**config.mk**
```make
export PLATFORM = sky130hd
export DESIGN_NAME = stage_2
export DESIGN_NICKNAME = d
export VERILOG_FILES = /design/src/rtl/av1_ec_pkg.sv /design/src/rtl/s2_normalizer.sv /design/src/rtl/stage_2.sv
export SDC_FILE = /design/constraint.sdc
export NUM_CORES = 1
export LEC_CHECK = 0
export CAP_MARGIN = 20
export CORE_ASPECT_RATIO = 0.7
export CORE_MARGIN = 2
export CORE_UTILIZATION = 34
export CTS_CLUSTER_SIZE = 25
export DETAILED_ROUTE_END_ITERATION = 6
export PLACE_DENSITY = 0.49
export SLEW_MARGIN = 10
export SYNTH_ARGS = -nofsm -noshare
export SYNTH_HDL_FRONTEND = slang
export SYNTH_SLANG_ARGS = --single-unit
```
**constraint.sdc**
```tcl
create_clock -name clk_stage_2 -period 15.2 [get_ports clk_stage_2]
set_input_delay 3.04 -clock clk_stage_2 [delete_from_list [all_inputs] [get_ports clk_stage_2]]
set_output_delay 3.04 -clock clk_stage_2 [all_outputs]
set_load 0.05 [all_outputs]
```
**src/rtl/av1_ec_pkg.sv**
```systemverilog
// Shared constants and width types for the AV1 arithmetic encoder stages.
package av1_ec_pkg;

  localparam int unsigned RANGE_W = 16;
  localparam int unsigned D_W     = 5;

  typedef logic [RANGE_W-1:0] range_t;
  typedef logic [D_W-1:0]     d_t;

  localparam range_t RANGE_RESET = 16'h8000;
  localparam range_t EC_MIN_PROB = 16'd4;
  localparam int unsigned PROB_SHIFT = 6;

  // ((r >> 8) * x) >> 1 with a full-width product, truncated to range width.
  function automatic range_t mul_term(input range_t r, input range_t x);
    logic [2*RANGE_W-1:0] p;
    p = {{(RANGE_W+8){1'b0}}, r[RANGE_W-1:8]} * {{RANGE_W{1'b0}}, x};
    return range_t'(p >> 1);
  endfunction

endpackage

```
**src/rtl/s2_normalizer.sv**
```systemverilog
// Range normaliser: shift count d = leading zeros of r, and r << d.
// An all-zero input yields d = RANGE_WIDTH and a zero result.
module s2_normalizer #(
  parameter int unsigned RANGE_WIDTH = 16,
  parameter int unsigned D_SIZE      = 5
) (
  input  logic [RANGE_WIDTH-1:0] range_in,
  output logic [D_SIZE-1:0]      d,
  output logic [RANGE_WIDTH-1:0] range_norm
);

  logic found;

  // Priority search for the most significant set bit.
  always_comb begin
    d     = D_SIZE'(RANGE_WIDTH);
    found = 1'b0;
    for (int i = RANGE_WIDTH - 1; i >= 0; i--) begin
      if (!found && range_in[i]) begin
        d     = D_SIZE'(RANGE_WIDTH - 1 - i);
        found = 1'b1;
      end
    end
    range_norm = range_in << d;
  end

endmodule

```
**src/rtl/stage_2.sv**
```systemverilog
// Stage 2 of the AV1 arithmetic encoder: range update and normalisation.
// Optional macro S2_ERROR_FLAG_EN adds a sticky range_err output.
module stage_2
  import av1_ec_pkg::*;
#(
  parameter int unsigned RANGE_WIDTH    = 16,
  parameter int unsigned SYMBOL_WIDTH   = 4,
  parameter int unsigned LUT_DATA_WIDTH = 16,
  parameter int unsigned D_SIZE         = 5
) (
  input  logic                      clk_stage_2,
  input  logic                      reset,
  input  logic                      in_valid,
  input  logic                      restart,
  input  logic                      COMP_mux_1,
  input  logic                      bool_flag,
  input  logic [SYMBOL_WIDTH-1:0]   symbol_in,
  input  logic [RANGE_WIDTH-1:0]    UU,
  input  logic [RANGE_WIDTH-1:0]    VV,
  input  logic [LUT_DATA_WIDTH-1:0] lut_u_in,
  input  logic [LUT_DATA_WIDTH-1:0] lut_v_in,
  output logic                      out_valid,
  output logic [RANGE_WIDTH-1:0]    low_add,
  output logic [D_SIZE-1:0]         d_out,
  output logic [RANGE_WIDTH-1:0]    range_out
`ifdef S2_ERROR_FLAG_EN
  ,
  output logic                      range_err
`endif
);

  range_t range_q;
  range_t base, m_u, m_v, u, v, la, r_new, r_norm;
  d_t     d_new;
  logic   bad_sym;

  // Mode mux: select base range, compute low increment and unnormalised new range.
  always_comb begin
    base    = restart ? RANGE_RESET : range_q;
    m_u     = mul_term(base, UU);
    m_v     = mul_term(base, VV);
    u       = '0;
    v       = '0;
    la      = '0;
    r_new   = '0;
    bad_sym = 1'b0;
    if (bool_flag) begin
      v = m_v + EC_MIN_PROB;
      if (symbol_in[0]) begin
        la    = base - v;
        r_new = v;
      end else begin
        la    = '0;
        r_new = base - v;
      end
    end else if (COMP_mux_1) begin
      u       = m_u + range_t'(lut_u_in);
      v       = m_v + range_t'(lut_v_in);
      la      = base - u;
      r_new   = u - v;
      bad_sym = (u <= v);
    end else begin
      v     = m_v + range_t'(lut_v_in);
      la    = '0;
      r_new = base - v;
    end
    if (r_new == '0) bad_sym = 1'b1;
  end

  s2_normalizer #(
    .RANGE_WIDTH(RANGE_WIDTH),
    .D_SIZE     (D_SIZE)
  ) u_norm (
    .range_in  (r_new),
    .d         (d_new),
    .range_norm(r_norm)
  );

  // Range state and registered outputs; restart alone only reloads the range.
  always_ff @(posedge clk_stage_2 or posedge reset) begin
    if (reset) begin
      range_q   <= RANGE_RESET;
      out_valid <= 1'b0;
      low_add   <= '0;
      d_out     <= '0;
      range_out <= RANGE_RESET;
    end else if (in_valid) begin
      range_q   <= r_norm;
      out_valid <= 1'b1;
      low_add   <= la;
      d_out     <= d_new;
      range_out <= r_norm;
    end else begin
      out_valid <= 1'b0;
      if (restart) range_q <= RANGE_RESET;
    end
  end

`ifdef S2_ERROR_FLAG_EN
  logic err_d;

  // Sticky error: cleared by restart, set by an illegal valid symbol.
  always_comb begin
    err_d = restart ? 1'b0 : range_err;
    if (in_valid && bad_sym) err_d = 1'b1;
  end

  // Error flag register.
  always_ff @(posedge clk_stage_2 or posedge reset) begin
    if (reset) range_err <= 1'b0;
    else       range_err <= err_d;
  end
`else
  logic unused_bad;
  assign unused_bad = bad_sym;
`endif

endmodule
```
# Word-level counts from Yosys, hierarchy flattened
# Index checks and enable logic that the tools add are counted.
[word_totals] ff_bits=54 word_cells=85
[classes] add_sub_neg=7 multipliers=2 shifts=1 muxes=40 n_reduce_logical=30
[ops] operator="two-way mux 16 bit" n=8
[ops] operator="two-way mux 5 bit" n=16
[ops] operator="subtractor 16 bit" n=4
[ops] operator="multiplier 8 x 16 -> 17 bit" n=2
[ops] operator="adder 16 bit" n=2
[ops] operator="adder 16 x 3 -> 16 bit (second input constant)" n=1
[ops] operator="two-way mux 1 bit" n=16
[ops] operator="<< shifter 16 x 5 -> 16 bit" n=1
[ops] operator="logical AND 1 bit" n=15
[ops] operator="logical NOT 1 bit" n=15

# Depth between registers and ports, before layout
# Gate-level depths: netlist of run 1.
[depth] word_depth=54 depth_mapped=43 mapped_depth_nobuf=41

# By module
# From an unflattened synthesis of run 1, not the netlist that was laid out.
[unflattened] hier_cells=1609 area_unflattened_um2=13217.7
[by_module_without_submodules] mod="stage_2" instances=1 cells_per_inst=1467 area_each_um2=12284.3 seq_area_each_um2=1353.8
[by_module_without_submodules] mod="s2_normalizer" instances=1 cells_per_inst=142 area_each_um2=933.4 seq_area_each_um2=0.0

# Least setup slack after synthesis of run 1
# No wires, ideal clock.
[synth_path] kind="in2reg" start="in restart" end="reg range_q[10]" setup_ns=0.087 arrival_ns=11.516 required_time_ns=15.113 slack_ns=3.597 stages=36 cell_sequence="clkbuf_1 -> clkbuf_1 -> nor2b_1 -> clkbuf_1 -> nand2_1 -> fa_1 -> fa_1 -> inv_1 -> fa_1 -> inv_1 -> fa_1 -> inv_1 -> ha_1 -> nor2b_1 -> a221oi_1 -> o311ai_4 -> ha_1 -> o21ai_0 -> a21boi_0 -> o21ai_0 -> a21boi_0 -> o21ai_0 -> nand2b_1 -> xnor2_1 -> ha_1 -> a211o_1 -> o32ai_1 -> o21ai_1 -> xnor2_1 -> xnor3_1 -> xnor2_1 -> o2111ai_4 -> or4_4 -> o311ai_4 -> nand2_4 -> a22oi_1"
[synth_via] elab_chain_len=54 word_cells_on_any_way=75
[synth_rtl] element="start, declared" line_no="stage_2.sv:14" text="input logic restart,"
[synth_rtl] element="two-way mux 16 bit (*)"
[synth_rtl] element="multiplier 8 x 16 -> 17 bit" line_no="av1_ec_pkg.sv:17" text="p = {{(RANGE_W+8){1'b0}}, r[RANGE_W-1:8]} * {{RANGE_W{1'b0}}, x};"
[synth_rtl] element="adder 16 bit, or another cell as far along" line_no="stage_2.sv:58, stage_2.sv:63"
[synth_rtl] element="subtractor 16 bit, on equally long branches" line_no="stage_2.sv:65, stage_2.sv:54, stage_2.sv:60"
[synth_rtl] element="two-way mux 16 bit, on equally long branches" line_no="stage_2.sv:56, stage_2.sv:49"
[synth_rtl] element="two-way mux 16 bit" line_no="stage_2.sv:47" text="if (bool_flag) begin"
[synth_rtl] element="two-way mux 1 bit" line_no="s2_normalizer.sv:19" text="if (!found && range_in[i]) begin"
[synth_rtl] element="logical NOT 1 bit" line_no="s2_normalizer.sv:19"
[synth_rtl] element="(+38 left out)"
[synth_rtl] element="logical NOT 1 bit" line_no="s2_normalizer.sv:19"
[synth_rtl] element="logical AND 1 bit" line_no="s2_normalizer.sv:19"
[synth_rtl] element="two-way mux 1 bit" line_no="s2_normalizer.sv:19"
[synth_rtl] element="logical NOT 1 bit" line_no="s2_normalizer.sv:19"
[synth_rtl] element="logical AND 1 bit" line_no="s2_normalizer.sv:19"
[synth_rtl] element="two-way mux 5 bit" line_no="s2_normalizer.sv:19"
[synth_rtl] element="<< shifter 16 x 5 -> 16 bit" line_no="s2_normalizer.sv:24" text="range_norm = range_in << d;"
[synth_rtl] element="two-way mux 16 bit (*)" line_no="stage_2.sv:87" text="end else if (in_valid) begin"
[synth_rtl] element="end signal, assigned" line_no="stage_2.sv:88" text="range_q <= r_norm;"
[synth_rtl] element="end, declared" line_no="stage_2.sv:32" text="range_t range_q;"
# Every way passes the cells marked *; elsewhere a longest branch is shown, timed or not.
# A chain may end at the register's enable or synchronous reset.

# Final worst setup path of run 1
# Ends and elaborated chain as after synthesis.

==> results of run 1 <==
[per-layer routing]
layer  global-route usage  wire length (um)
met1                0.347             23500
met2                0.296             18100
met3               0.0367              3290
met4               0.0252               416
met5                    0                 0
[cells in the mapped netlist, drive strengths merged (27+ instances only)]
master    n
and2    143
clkbuf   42
dfrtp    52
a21oi    82
inv     213
nand3    27
o21a     27
nor2     98
fa      137
xnor2    77
nand2   153
ha      127
nor3     31
o21ai    93
xor2     27
[flip-flops by register name, indices dropped and copies added, names as in the netlist]
register   count
low_add       16
range_out     16
range_q       16
d_out          5
out_valid      1
[layout by cell type, fill, tap and decap left out, types with 24 or more instances in the layout]
cell,count
inv_1,211
nand2_1,152
and2_1,142
fa_1,137
ha_1,127
clkdlybuf4s50_1,107
nor2_1,97
a21oi_1,76
xnor2_1,76
o21ai_0,75
dfrtp_1,52
nor3_1,30
o21a_1,27
nand3_1,27
xor2_1,26
nand2b_1,25
mux2i_1,25
a21o_1,24
[tightest hold or removal path: stages (launching register included)]
cell,delay (ps)
dfstp_2,370
inv_1,40
o21ai_0,60
[area by class of cell]
class	count	share of cell area
Multi-Input combinational cell	1356	0.733
Sequential cell	54	0.0869
Timing Repair Buffer	123	0.0768
Inverter	214	0.0516
Tap cell	535	0.0430
Clock buffer	6	0.00827
Clock inverter	2	0.000883
[per-stage QoR]
stage	std cells	utilization	instance area (sq um)	hold slack [ps]
after floorplan	1681	-	13800	517
after global placement	2281	0.387	15400	464
after detailed placement	2282	0.387	15400	467
after CTS	2290	0.391	15600	478
after global routing	2290	0.391	15600	492
final	2290	0.391	15600	472
[cells by family after synthesis]
| family | synth area share |
|---|---|
| and+or+nand+nor | 0.209 |
| AOI/OAI and AO/OA | 0.207 |
| buffers and inverters | 0.0752 |
| adders and majority gates | 0.314 |
| xor gates and xnor gates | 0.0753 |
| DFF | 0.0982 |
| muxes | 0.0206 |
[worst max-delay path by stage]
stage	end	cells past startpoint	from	slack (ps)
5_1_grt	range_out[10]	37	restart	800
2_1_floorplan	range_q[10]	36	restart	3600
6_report	range_q[10]	34	restart	1420
3_5_place_dp	range_q[10]	37	restart	1150
3_3_place_gp	range_q[10]	37	restart	1280
4_1_cts	range_q[10]	37	restart	1470
==> out/metrics.yaml, run 1 <==
status: "completed"
yosysTopAreaCell: "fa_1"
cts_setup_buffers: 0
numCtsBuffers: 5
min_from: "range_out[15]"
end_kind: "register"
post_cts_resize_count: 0
slew_headroom: 0.310
grt_max_degree: 56
clk_path_buf_depth: 2
clkSlewWorstSetupHoldPaths_ps: 70
cp_top_family: "compound AO/OA/AOI/OAI gates"
critical_path_buf_inv_count: 5
synth_cells: 1681
globalplace.congestion: 0.907
synth.distinct_cells: 95
cts-root-buf: "clkbuf_16"
via_per_inst: 5.36
num_rows: 61
ys_seq_area_frac: 0.0982
worstHoldPathCells: 2
dp_hpwl_mm: 37.4
rr_worst_depth: 32
grt_pass1_vias: 11859
final_layout_size_suffix_gt1_frac: 0.0467
synth-edff-count: 0
slew_viol_final: 0
drt_iter0_drc: 1005
area_growth_pct: 13.0
cp_data_required_time_ps: 15350
synth_area_sq_um: 13800
multi_input_area_sq_um: 11400
synth_flop_cell: "dfrtp_1"
hold_path_end: "range_out[15]"
antenna_found_initial: 2
die_area_sq_um: 42200
timing.max_cap.violations: 0
clock-sinks: 54
synth_seq_cells: 54
cts_hold_buffers: 0
tns_ps: 0
setup_viol: 0
nets: 2092
die_width_um: 245
hp-class: "reg -> reg"
dr_total_vias: 12273
ioPinCount: 112
route.detailed.drc: 0
setup_slack_ps: 1420
async_flop_share: 1.00
r2r_start: "range_q[10]"
rsz0062_at_grt: "no"
drt-pass1-iter-count: 5
htreeDepth: 2
critPathArrivalTime_ps: 13930
numPortBuffers: 108
start_util: 0.346
critical_path.max_fanout: 32
cp_slowest_stage_delay_ps: 740
antenna_left: 0
grtUsageTotal: 0.214
core_sq_um: 39800
r2r_setup_slack_ps: 4710
clk_latency_ps: 300
crit_type: "in -> reg"
crit_path_start_kind: "input port"
period_minus_slack_ps: 13780
syn_avg_cell_area_sq_um: 8.20
tightest_slew_ps: 1030
wl_mm: 45.3
slowest_stage: "nor2b_4"
crit_top_cell: "fa_1"
fin_crit_sh: 0.907
regArea_sq_um: 1350
grt_overflow: 0
die_h_um: 173
grt_pass1_wl_mm: 70.7
worstReg2RegEnd: "range_q[10]"
cts_tree: "built"
fill_cells: 4078
synth_fp_nets: 2019
yosys_warnings: 0
yosys.area.top_type_share: 0.199
max_freq_ghz: 0.0726
wl_per_cell_um: 19.8
antennaDiodeCount: 0
clock_skew_ps: 5.82
yosys-top-cells-area: "fa_1, ha_1, dfrtp_1"
place_ws_ps: 1150
hold_violations: 0
Power of run 1 is not shown: default switching activity piles up to over one toggle a cycle in this logic, so the estimate is an artifact.
==> run 2: changes to the inputs <==
--- a/config.mk
+++ b/config.mk
@@ -11,6 +11,7 @@
 export CORE_UTILIZATION = 34
 export CTS_CLUSTER_SIZE = 25
 export DETAILED_ROUTE_END_ITERATION = 6
+export HOLD_SLACK_MARGIN = 0.15
 export PLACE_DENSITY = 0.49
 export SLEW_MARGIN = 10
 export SYNTH_ARGS = -nofsm -noshare
==> results of run 2 <==
Same layout as run 1: the final DEF is identical, and so are final timing and power.
Power of run 2 is left out for the same reason.
==> run 3: changes to the inputs <==
--- a/config.mk
+++ b/config.mk
@@ -5,9 +5,10 @@
 export SDC_FILE = /design/constraint.sdc
 export NUM_CORES = 1
 export LEC_CHECK = 0
+export ABC_CLOCK_PERIOD_IN_PS = 15200
 export CAP_MARGIN = 20
 export CORE_ASPECT_RATIO = 0.7
-export CORE_MARGIN = 2
+export CORE_MARGIN = 3
 export CORE_UTILIZATION = 34
 export CTS_CLUSTER_SIZE = 25
 export DETAILED_ROUTE_END_ITERATION = 6
@@ -17,3 +18,4 @@
 export SYNTH_ARGS = -nofsm -noshare
 export SYNTH_HDL_FRONTEND = slang
 export SYNTH_SLANG_ARGS = --single-unit
+export TNS_END_PERCENT = 30
==> run 3 against run 2 <==
Against the previous run:
- hold slack better by 14 ps
- largest cell class unchanged
- non-clock buffer count rose by 4
- sequential share of layout area hardly changed
- utilization rose by 0.072 points
- clock skew decreased by 0.75 ps
- critical path type unchanged
- critical endpoint unchanged
- global-route usage is 0.31 points lower
==> out/metrics.yaml, run 3 (same netlist as run 1, synthesis figures left out) <==
drt_iter0_drc: 1025  # +2.0%
max_freq_ghz: 0.0720  # -0.80%
numPortBuffers: 108  # unchanged
grt_overflow: 0  # unchanged
fin_crit_sh: 0.914  # +0.00732
die_width_um: 247  # +0.82%
multi_input_area_sq_um: 11400  # unchanged
period_minus_slack_ps: 13890  # +111 ps
nets: 2096  # +0.19%
via_per_inst: 5.33  # -0.56%
setup_viol: 0  # unchanged
regArea_sq_um: 1350  # unchanged
fill_cells: 4116  # +0.93%
clock_skew_ps: 5.08  # -0.747 ps
grt_max_degree: 56  # unchanged
end_kind: "register"
clk_path_buf_depth: 2  # unchanged
ioPinCount: 112  # unchanged
slew_viol_final: 0  # unchanged
grt_pass1_wl_mm: 70.5  # -0.35%
fin_area_sq_um: 15600  # +0.18%
cp_slowest_stage_delay_ps: 710  # -30 ps
globalplace.congestion: 0.907  # unchanged
slowest_stage: "clkdlybuf4s50_1"
crit_top_cell: "inv_1"
antenna_left: 0  # unchanged
hp-class: "reg -> reg"
clkSlewWorstSetupHoldPaths_ps: 70  # about the same
die_h_um: 175  # +1.2%
clk_latency_ps: 300  # about the same
cts_setup_buffers: 0  # unchanged
r2r_start: "range_q[11]"
clock-sinks: 54  # unchanged
crit_type: "in -> reg"
reg_top3: "low_add (16), range_out (16), range_q (16)"
tightest_slew_ps: 919  # -106 ps
htreeDepth: 2  # unchanged
cts-root-buf: "clkbuf_16"
cts_hold_buffers: 0  # unchanged
dr_total_vias: 12231  # -0.34%
grtUsageTotal: 0.211  # -0.00307
final_cell_mix: "inv_1, nand2_1, and2_1"
final_layout_size_suffix_gt1_frac: 0.0495  # +0.00274
tns_ps: 0  # unchanged
cp_data_required_time_ps: 15350  # about the same
numCtsBuffers: 5  # unchanged
cts_tree: "built"
die_area_sq_um: 43100  # +2.0%
critPathArrivalTime_ps: 14040  # +110 ps
num_rows: 61  # unchanged
cp_top_family: "adder cells"
startpoint: "restart"
dpl_cell_area_sq_um: 15500  # +0.15%
wl_mm: 45.1  # -0.36%
crit_path_start_kind: "input port"
post_cts_resize_count: 0  # unchanged
critical_path_buf_inv_count: 6  # +1
drt-pass1-iter-count: 5  # unchanged
grt_pass1_vias: 11839  # -0.17%
dp_hpwl_mm: 37.6  # +0.42%
status: "completed"
final_common_cell: "inv_1"
antenna_found_initial: 0  # -2
start_util: 0.346  # unchanged
route.detailed.drc: 0  # unchanged
rsz0062_at_grt: "no"
timing.max_cap.violations: 0  # unchanged
wl_per_cell_um: 19.7  # -0.57%
critical_path.max_fanout: 19  # -41%
area_growth_pct: 13.2
min_from: "low_add[14]"
core_sq_um: 39800  # unchanged
hold_violations: 0  # unchanged
slew_headroom: 0.381  # +0.0716
==> run 3: cell count changes in the layout (fill, tap and decap cells not counted), sizes merged <==
cell      previous run  this run
buf                 16        20
clkbuf               6         5
clkinvlp             0         1
diode                0         1
==> run 3: metrics by stage <==
stage / std cells / hold WS, ps / worst slack (ps) / util
final: 2295 / 486 / 1310 / 0.392
after global routing: 2294 / 505 / 697 / 0.392
after floorplan: 1681 / 517 / 3600 / -
after detailed placement: 2286 / 475 / 1120 / 0.388
after CTS: 2294 / 491 / 1400 / 0.392
after global placement: 2286 / 464 / 1230 / 0.388
==> run 3: final cells by class <==
class | instances | share of cell area
timing repair buffer | 127 | 0.0781
tap | 535 | 0.0429
clock buffer | 5 | 0.00802
antenna | 1 | 0.000160
inverter | 214 | 0.0515
sequential | 54 | 0.0867
clock inverter | 3 | 0.00136
multi-input combinational | 1356 | 0.731
==> run 3: path summary, 6_finish.rpt <==
path,to,slack [ps],depth (start not counted)
max,range_q[10],1310,37
min,low_add[14],490,1
max reg2reg,range_q[10],4510,36
min reg2reg,low_add[14],490,1
max in group asynchronous,low_add[9],11480,3
min in group asynchronous,out_valid,3260,3
==> run 3: layer usage <==
metal	track usage	vias to the layer above	routed length [um]
li1	-	5887	-
met1	0.345	5937	23500
met2	0.290	386	18000
met3	0.0389	21	3400
met4	0.0205	0	316
met5	0	-	0
Power of run 3 is left out for the same reason.
